$ cat src/rtl/abacus_window_sequencer.sv
// Profiling window sequencer: runs the selected profilers for fixed or
// free-running windows and hands each window to capture logic via snap_valid.
module abacus_window_sequencer #(
    parameter int WIN_W  = 32,
    parameter int WCNT_W = 16
) (
    input  logic              clk,
    input  logic              rst,
    input  logic              start,
    input  logic              stop,
    input  logic [1:0]        unit_sel,
    input  logic [WIN_W-1:0]  window_len,
    input  logic              auto_rearm,
    input  logic              clear_on_start,
    input  logic              snap_ack,
    output logic              instr_enable,
    output logic              cache_enable,
    output logic              counter_clear,
    output logic              snap_valid,
    output logic              busy,
    output logic              done,
    output logic              cfg_err,
    output logic [WIN_W-1:0]  elapsed,
    output logic [WCNT_W-1:0] window_count
);

    typedef enum logic [1:0] {IDLE, CLEAR, RUN, SNAP} state_t;

    state_t state, state_n;

    logic [1:0]        sel_q, sel_n;
    logic [WIN_W-1:0]  len_q, len_n;
    logic              rearm_q, rearm_n;
    logic              cos_q, cos_n;
    logic              sp_q, sp_n;
    logic              done_n, err_n;
    logic [WIN_W-1:0]  el_n;
    logic [WCNT_W-1:0] wc_n;
    logic              win_end;

    assign win_end = (len_q != '0) && (elapsed == len_q - WIN_W'(1));

    always_comb begin
        state_n = state;
        sel_n   = sel_q;
        len_n   = len_q;
        rearm_n = rearm_q;
        cos_n   = cos_q;
        sp_n    = sp_q;
        done_n  = done;
        err_n   = cfg_err;
        el_n    = elapsed;
        wc_n    = window_count;
        unique case (state)
            IDLE: begin
                if (start && (unit_sel != 2'b00)) begin
                    sel_n   = unit_sel;
                    len_n   = window_len;
                    rearm_n = auto_rearm;
                    cos_n   = clear_on_start;
                    sp_n    = 1'b0;
                    done_n  = 1'b0;
                    err_n   = 1'b0;
                    el_n    = '0;
                    wc_n    = '0;
                    state_n = clear_on_start ? CLEAR : RUN;
                end else if (start) begin
                    err_n = 1'b1;
                end
            end
            CLEAR: begin
                if (stop) sp_n = 1'b1;
                state_n = RUN;
            end
            RUN: begin
                if (elapsed != '1) el_n = elapsed + WIN_W'(1);
                if (stop) sp_n = 1'b1;
                if (stop || sp_q || win_end) state_n = SNAP;
            end
            SNAP: begin
                if (stop) sp_n = 1'b1;
                if (snap_ack) begin
                    if (window_count != '1) wc_n = window_count + WCNT_W'(1);
                    el_n = '0;
                    // A stop seen on the ack cycle still ends the run
                    if (rearm_q && !(sp_q || stop)) begin
                        state_n = cos_q ? CLEAR : RUN;
                    end else begin
                        state_n = IDLE;
                        done_n  = 1'b1;
                        sp_n    = 1'b0;
                    end
                end
            end
            default: state_n = IDLE;
        endcase
    end

    always_ff @(posedge clk) begin
        if (!rst) begin
            state         <= IDLE;
            sel_q         <= '0;
            len_q         <= '0;
            rearm_q       <= 1'b0;
            cos_q         <= 1'b0;
            sp_q          <= 1'b0;
            instr_enable  <= 1'b0;
            cache_enable  <= 1'b0;
            counter_clear <= 1'b0;
            snap_valid    <= 1'b0;
            busy          <= 1'b0;
            done          <= 1'b0;
            cfg_err       <= 1'b0;
            elapsed       <= '0;
            window_count  <= '0;
        end else begin
            state         <= state_n;
            sel_q         <= sel_n;
            len_q         <= len_n;
            rearm_q       <= rearm_n;
            cos_q         <= cos_n;
            sp_q          <= sp_n;
            instr_enable  <= (state_n == RUN) && sel_n[0];
            cache_enable  <= (state_n == RUN) && sel_n[1];
            counter_clear <= (state_n == CLEAR);
            snap_valid    <= (state_n == SNAP);
            busy          <= (state_n != IDLE);
            done          <= done_n;
            cfg_err       <= err_n;
            elapsed       <= el_n;
            window_count  <= wc_n;
        end
    end

endmodule
$ cat config.mk
export PLATFORM = sky130hd
export DESIGN_NAME = abacus_window_sequencer
export DESIGN_NICKNAME = d
export VERILOG_FILES = /design/src/rtl/abacus_window_sequencer.sv
export SDC_FILE = /design/constraint.sdc
export NUM_CORES = 1
export LEC_CHECK = 0
export CORE_ASPECT_RATIO = 0.8
export CORE_MARGIN = 2
export CORE_UTILIZATION = 40
export DETAILED_ROUTE_END_ITERATION = 8
export GPL_TIMING_DRIVEN = 0
export PLACE_DENSITY = 0.77
export SETUP_SLACK_MARGIN = 0.02
export SKIP_CTS_REPAIR_TIMING = 1
export SYNTH_ARGS = -nofsm -noshare
export SYNTH_HDL_FRONTEND = slang
export SYNTH_SLANG_ARGS = --single-unit
$ cat constraint.sdc
create_clock -name clk -period 2.7 [get_ports clk]
set_clock_uncertainty 0.2 [all_clocks]
set_input_delay 0.54 -clock clk [delete_from_list [all_inputs] [get_ports clk]]
set_output_delay 0.54 -clock clk [all_outputs]
set_load 0.02 [all_outputs]
== Word-level counts from Yosys, hierarchy flattened ==
Cells that the tools add are included.
Word-level totals
  output and inout bits: 55
  logic and storage cells: 80
  bits of input ports: 41
  register bits after elaboration: 94
Operators by class
  add/subtract/negate cells: 3
  muxes and demuxes: 27
  equal/unequal tests: 14
  reductions and logical operators: 21
Operators by type and width (number)
  32-bit two-way mux: 3
  32-bit case mux with 3 select lines: 1
  16-bit two-way mux: 3
  32-bit by 1-bit adder with 32-bit output (second input constant): 1
  32-bit equality test: 1
  32-bit inequality test (second input constant): 1
  16-bit case mux with 2 select lines: 1
  32-bit nonzero test: 1
  32-bit by 1-bit subtractor with 32-bit output (second input constant): 1
  16-bit by 1-bit adder with 16-bit output (second input constant): 1
  2-bit two-way mux: 8
  16-bit inequality test (second input constant): 1
  4-bit AND reduction: 3
  2-bit inequality test (second input constant): 5
  2-bit equality test (second input constant): 4
  1-bit two-way mux: 8
  2-bit case mux with 4 select lines: 1
  2-bit nonzero test: 4
  1-bit logical AND: 5
  2-bit by 1-bit equality test with 1-bit output (second input constant): 2
  2-bit AND reduction: 2
  1-bit case mux with 3 select lines: 1
  3-bit nonzero test: 1
  2-bit zero test: 1
  4 further kinds: 5

== Logic depth before layout (Yosys ltp) ==
Gate-level depths: netlist of the first run.
  word-level depth: 8
  mapped depth: 11
  depth with buffers taken out: 10

== Worst setup path after synthesis of the first run ==
OpenSTA, ideal clock, no wires.
  path kind: register to register
  from: register len_q[16]
  to: register instr_enable
  buffers on the path: 1
  required time: 2.384 ns
  period minus slack after synthesis: 2.875 ns
  path slack: -0.175 ns
  setup time: 0.116 ns
  stages on the path, launching flop included: 9
  arrival time: 2.559 ns
  cells stage by stage: dfxtp_1 -> buf_6 -> or4_1 -> or4_4 -> or3_1 -> a21oi_1 -> nand4_1 -> o31a_1 -> and3_1
Between the ends
  cells in the longest elaborated chain, start to end: 8
  elaborated cells on any way between the ends: 9
  classes of those cells: add/sub (1); eq/ne (2); mux (2); reduce/logical (4)
Ends and longest elaborated chain
  start, declared: RTL line 32  | logic [WIN_W-1:0] len_q, len_n;
  start signal, assigned: RTL line 119  | len_q <= len_n;
  32-bit by 1-bit subtractor with 32-bit output: RTL line 41  | assign win_end = (len_q != '0) && (elapsed == len_q - WIN_W'(1));
  32-bit equality test: RTL line 41
  1-bit logical AND *: RTL line 41
  1-bit logical OR *: RTL line 78  | if (stop || sp_q || win_end) state_n = SNAP;
  2-bit two-way mux *: RTL line 78
  2-bit case mux with 4 select lines *: RTL line 54  | unique case (state)
  2-bit equality test *: RTL line 123  | instr_enable <= (state_n == RUN) && sel_n[0];
  1-bit logical AND *: RTL line 123
  end signal, assigned: RTL line 123
  end, declared: RTL line 16  | output logic instr_enable,
Mark *: on every way between the ends. The rest lies on a longest branch, timed or not.
A chain may end at the register's enable or synchronous reset.

== Worst setup path after layout of the first run ==
  from: register len_q[2]
  to: register counter_clear
Between the ends
  cells in the longest elaborated chain, start to end: 7
  elaborated cells on any way between the ends: 8
  classes of those cells: add/sub (1); eq/ne (2); mux (2); reduce/logical (3)
Ends and longest elaborated chain
  32-bit by 1-bit subtractor with 32-bit output: RTL line 41
  32-bit equality test: RTL line 41
  1-bit logical AND *: RTL line 41
  1-bit logical OR *: RTL line 78
  2-bit two-way mux *: RTL line 78
  2-bit case mux with 4 select lines *: RTL line 54
  2-bit by 1-bit equality test with 1-bit output *: RTL line 125  | counter_clear <= (state_n == CLEAR);
  end signal, assigned: RTL line 125
  end, declared: RTL line 18  | output logic counter_clear,
Marked as above.

==> metrics.yaml, run 1 <==
critical_path:
  ff2ff_setup_slack_ps: -240
  reg2reg_to: "counter_clear$_SDFF_PN0_"
  crit_start: "len_q[2]$_SDFFE_PN0P_"
  worstRegToRegCells: 11
  r2r-start: "len_q[2]$_SDFFE_PN0P_"
  end_kind: "flop"
  arrival_ps: 3030
  critPathLaunchType: "flop"
  crit_fanout: 5
  crit_required_ps: 2790
  critPathKind: "flop to flop"
  endpoint: "counter_clear$_SDFF_PN0_"
synthesis:
  synth_seq_area_share_pct: 36.03
  synth_flop_cell: "dfxtp_1"
  synthDistinctLibCells: 64
  synth-async-reset-ratio_pct: 0
  netlist.area_leader.share_pct: 36.03
  synth_fp_nets: 695
  synth_area_leader_cell: "dfxtp_1"
  ys_seq_elements: 94
  synth-edff-count: 0
  syn-instance-count: 647
  yosysWarnings: 0
  syn_area_um2: 5223
  synth_area_leaders: "dfxtp_1 36%, xor2_1 7.9%, nand2_1 7.5%, a21boi_0 5.7%, xnor2_1 5.4%"
  avgSynthCellArea_um2: 8.072
pwr:
  p_leak_nw: 2.537
  power_density_nw_per_um2: 510.0
  ir_drop_mv: 0.3089
  power_mw: 3.544
place:
  numPortBuffers: 95
  hpwl_mm: 10.63
  pre_cts_ws_ps: -834.6
  gp_routability_congestion: 0.9030
final_layout:
  n_antenna_cell: 0
  multi_input_area_um2: 3348
  finalNetCount: 803
  area_growth_pct: 33.09
  final_cell_mix: "104 x nand2_1, 94 x clkdlybuf4s50_1, 86 x dfxtp_1"
  drive_gt1_share_pct: 10.79
  regArea_um2: 1892
  final_common_cell: "nand2_1"
  fill_cells: 1156
clocking:
  clock-sinks: 94
  cts_buffers: 9
  ctsLongestPathBuffers: 2
  clk_latency_ps: 350
  htree_levels: 3
  path_clk_slew_ps: 70
  cts-root-buf: "clkbuf_16"
  cts_tree: "built"
global_route:
  grt_pass1_vias: 4287
  busiest_layer: "met2"
  grt_max_degree: 19
  grt_antenna_before_repair: 0
  use_met2_pct: 29.58
  grt_use_met3_pct: 3.672
  grtUsageMet1_pct: 28.46
  overflow: 0
  grt_first_pass_wirelength_mm: 22.02
  track_usage_pct: 19.70
floorplanning:
  die_h_um: 106.2
  io_pins: 96
  die_w_um: 131.8
  start_util_pct: 40.73
  core_um2: 12820
  die-area_um2: 13990
  rows: 37
timing:
  fin_crit_sh_pct: 108.9
  finalHoldViolCount: 0
  max_freq_mhz: 340.0
  slew_viol_final: 0
  tightest_slew_ps: 893.4
  setup_ws_ps: -241.4
  grt_setup_unrepaired: "true"
  setup_viol: 6
  slew_headroom_pct: 40.18
  fin_hold_ws_ps: 273.5
  layout_min_cycle_time_ps: 2941
  tns_ps: -1294
outcome:
  status: "finished with violations"
  violations: "setup timing"
worst_hold_path:
  min_from: "rearm_q$_SDFFE_PN0P_"
  hold_path_class: "flop to flop"
detailed_routing:
  viasPerCell: 5.280
  drc_errors: 0
  dr_total_vias: 4937
  dr.pass1.iters: 5
  dr.first_iter.drc_count: 394
  routedWlPerCell_um: 15.37
  antenna_left: 0
  totalWireLength_mm: 14.37
run:
  maxCapViolCount: 0
[flip-flops by register name (all words and copies together), names as in the netlist]
name,cells
instr_enable,1
done,1
rearm_q,1
state,2
elapsed,32
cos_q,1
counter_clear,1
snap_valid,1
cfg_err,1
len_q,32
window_count,16
busy,1
sp_q,1
sel_q,2
cache_enable,1
[how the worst min path moves through the flow]
| stage | end | slack (ps) | cells past startpoint |
|---|---|---|---|
| 5_1_grt | done$_SDFFE_PN0P_ | 300 | 2 |
| 2_1_floorplan | rearm_q$_SDFFE_PN0P_ | 240 | 2 |
| 3_3_place_gp | sel_q[1]$_SDFF_PN0_ | 260 | 2 |
| 4_1_cts | rearm_q$_SDFFE_PN0P_ | 280 | 2 |
| 6_report | rearm_q$_SDFFE_PN0P_ | 270 | 2 |
| 3_5_place_dp | rearm_q$_SDFFE_PN0P_ | 260 | 2 |
[critical path, cell delays in order, from the launching register on]
cell and delay (ps):
dfxtp_1 310, buf_6 130, nor4_4 240, buf_4 190, nand4_4 130, or4_4 460
or3_1 340, a21oi_2 140, nand4_1 140, buf_4 180, o31ai_4 230, and3_1 190
[where the power goes]
| part | total [mW] | leakage, nW | switching [mW] | internal [mW] |
|---|---|---|---|---|
| logic | 0.714 | 1.62 | 0.392 | 0.322 |
| clock network | 1.33 | 0.155 | 0.591 | 0.740 |
| registers | 1.50 | 0.767 | 0.0655 | 1.43 |
| total | 3.54 | 2.54 | 1.05 | 2.50 |
[cell type report]
type / instances / area share (%)
Clock buffer: 9 / 3.240
Tap cell: 175 / 3.150
Sequential cell: 94 / 27.22
Inverter: 10 / 0.5401
Multi-Input combinational cell: 511 / 48.17
Timing Repair Buffer: 103 / 14.58
Buffer: 26 / 1.764
Clock inverter: 7 / 1.332
[Yosys cell counts, types with 2 or more instances]
master / number
o2111a_1: 2
or4_1: 2
o21ai_1: 2
mux2_2: 2
a211oi_1: 6
nor4_1: 9
and2_1: 9
o21ai_0: 10
and3_2: 2
o221ai_1: 3
clkbuf_1: 30
o31ai_1: 3
a31oi_1: 6
dfxtp_1: 94
nand3_1: 26
or2_2: 3
nand2_1: 105
a21oi_1: 10
xnor2_1: 32
nor2b_1: 8
mux2i_1: 3
a211o_1: 2
nand2b_1: 6
o211ai_1: 2
inv_1: 10
or3_1: 5
buf_6: 2
ha_1: 7
nor2_1: 68
xor2_1: 47
nand4_1: 17
nand3b_1: 2
nand4b_1: 2
and3_1: 18
a21boi_0: 40
nor3_1: 15
and4_1: 8
nor3b_1: 3
[cells by family after synthesis]
group | count (synthesis) | share of synthesized area (%)
buffers and inverters | 43 | 3.402
xor gates and xnor gates | 79 | 13.25
AOI/OAI and AO/OA | 102 | 14.18
and+or+nand+nor | 317 | 30.45
muxes | 5 | 1.006
adders and majority gates | 7 | 1.677
DFF | 94 | 36.03
[metal layers]
metal	share of wire [%]	wire length, µm	up-vias
li1	-	-	2474
met1	49	7087	2290
met2	43	6216	154
met3	5.9	842	19
met4	1.6	227	0
met5	0	0	-
[stage by stage]
step,cell area [µm²],std cells,util (%)
after global routing,6950,935,54.20
after global placement,6412,917,50.00
after floorplan,5243,647,-
final,6950,935,54.20
after detailed placement,6412,917,50.00
after CTS,6730,933,52.48
Power figures use the tool's default switching activity.
==> run 2, diff against run 1 <==
--- a/config.mk
+++ b/config.mk
@@ -13,6 +13,7 @@
 export PLACE_DENSITY = 0.77
 export SETUP_SLACK_MARGIN = 0.02
 export SKIP_CTS_REPAIR_TIMING = 1
+export SKIP_LAST_GASP = 1
 export SYNTH_ARGS = -nofsm -noshare
 export SYNTH_HDL_FRONTEND = slang
 export SYNTH_SLANG_ARGS = --single-unit
==> metrics.yaml, run 2 (synthesis gave the netlist of run 1 again) <==
critical_path:
  crit_buf_inv: 3
  end_kind: "flop"
  critPathKind: "flop to flop"
  crit_top_cell: "buf_4"
  crit_slowest_cell: "or4_4"
  crit_fanout: 5
  crit_required_ps: 2790
  path_cells: "buf_6, nor4_4, buf_4, nand4_4, or4_4, or3_1, a21oi_2, nand4_1, buf_4, o31ai_4, and3_1"
  worstRegToRegCells: 11
  path_depth: 11
  critPathMaxStageDelay_ps: 450
  critPathLaunchType: "flop"
  arrival_ps: 3030
  cp_top_family: "simple AND/OR/NAND/NOR gates"
final_layout:
  final_area_um2: 6944
  drive_gt1_share_pct: 10.66
  area_growth_pct: 32.97
  finish.utilization_pct: 54.15
  final_cell_mix: "104 x nand2_1, 94 x clkdlybuf4s50_1, 86 x dfxtp_1"
  layout.cells.non_filler: 935
  top_regs: "elapsed x32, len_q x32, window_count x16"
  final_common_cell: "nand2_1"
  finalNetCount: 803
  n_antenna_cell: 0
floorplanning:
  die_h_um: 106.2
  start_util_pct: 40.73
  core_um2: 12820
  io_pins: 96
  die_w_um: 131.8
  die-area_um2: 13990
  rows: 37
place:
  hpwl_mm: 10.63
  gp_routability_congestion: 0.9030
  dpl_cell_area_um2: 6412
  dp.cells: 917
  numPortBuffers: 95
timing:
  fin_hold_ws_ps: 273.4
  max_freq_mhz: 340.6
  finalHoldViolCount: 0
  setup_ws_ps: -236.3
  grt_setup_unrepaired: "true"
  setup_viol: 6
  tightest_slew_ps: 891.5
  slew_viol_final: 0
  slew_headroom_pct: 40.31
  layout_min_cycle_time_ps: 2936
  fin_crit_sh_pct: 108.8
worst_hold_path:
  hold_path_class: "flop to flop"
  hold_depth: 2
pwr:
  p_leak_nw: 2.537
  power_mw: 3.543
  power_density_nw_per_um2: 510.3
  ir_drop_mv: 0.3090
clocking:
  path_clk_slew_ps: 70
  cts_buffers: 9
  cts_tree: "built"
  cts-root-buf: "clkbuf_16"
  ctsLongestPathBuffers: 2
  clock-sinks: 94
  htree_levels: 3
  clk_latency_ps: 350
detailed_routing:
  antenna_left: 0
  dr.pass1.iters: 5
  dr_total_vias: 4951
  viasPerCell: 5.295
  totalWireLength_mm: 14.35
  routedWlPerCell_um: 15.34
  dr.first_iter.drc_count: 411
  drc_errors: 0
global_route:
  track_usage_pct: 19.70
  overflow: 0
  grt_pass1_vias: 4287
  grt_first_pass_wirelength_mm: 22.02
  grt_max_degree: 19
  grt_antenna_before_repair: 0
outcome:
  status: "finished with violations"
  violations: "setup timing"
run:
  maxCapViolCount: 0
-- run 2: worst reg2reg max path: cells and delay by family (launching register included) --
kind | cells | cell delay [ps]
buffers and inverters | 3 | 500
and+or+nand+nor | 6 | 1480
AOI/OAI and AO/OA | 2 | 370
DFF | 1 | 310
-- run 2: metrics by stage --
| step | worst slack [ps] | TNS (ps) |
|---|---|---|
| 4_1_cts | -542.5 | -10960 |
| 3_5_place_dp | -834.6 | -20900 |
| 6_report | -236.3 | -1230 |
| 3_3_place_gp | -890.5 | -21210 |
| 2_1_floorplan | 2.849 | 0 |
| 5_1_grt | -336.3 | -3258 |
-- run 2: final timing paths --
kind                               from                       end  slack (ps)
hold reg to reg    rearm_q$_SDFFE_PN0P_      rearm_q$_SDFFE_PN0P_         270
setup / recovery  len_q[2]$_SDFFE_PN0P_  counter_clear$_SDFF_PN0_        -240
hold / removal     rearm_q$_SDFFE_PN0P_      rearm_q$_SDFFE_PN0P_         270
setup reg to reg  len_q[2]$_SDFFE_PN0P_  counter_clear$_SDFF_PN0_        -240
-- run 2: layer usage --
metal	GRT usage [%]	part of all wire (%)	up-vias	wire length [µm]
li1	-	-	2472	-
met1	28.46	50	2312	7133
met2	29.58	43	145	6205
met3	3.672	5.3	22	761
met4	6.444	1.7	0	246
met5	0	0	-	0
-- run 2: power breakdown --
group,switching (mW),internal (mW)
logic,0.391,0.321
clock network,0.592,0.740
registers,0.0651,1.43
total,1.05,2.50
-- run 2: area by class of cell --
| class | count | area, µm² |
|---|---|---|
| Sequential cell | 94 | 1892 |
| Multi-Input combinational cell | 511 | 3342 |
| Inverter | 10 | 37.54 |
| Tap cell | 175 | 219.0 |
| Buffer | 26 | 122.6 |
| Clock inverter | 7 | 92.59 |
| Timing Repair Buffer | 103 | 1013 |
| Fill cell | 1157 | 5879 |
| Clock buffer | 9 | 225.2 |
==> run 3, diff against run 2 <==
--- a/config.mk
+++ b/config.mk
@@ -13,7 +13,6 @@
 export PLACE_DENSITY = 0.77
 export SETUP_SLACK_MARGIN = 0.02
 export SKIP_CTS_REPAIR_TIMING = 1
-export SKIP_LAST_GASP = 1
 export SYNTH_ARGS = -nofsm -noshare
 export SYNTH_HDL_FRONTEND = slang
 export SYNTH_SLANG_ARGS = --single-unit
==> results of run 3 <==
Final layout, timing and power as in run 1 (identical DEF).
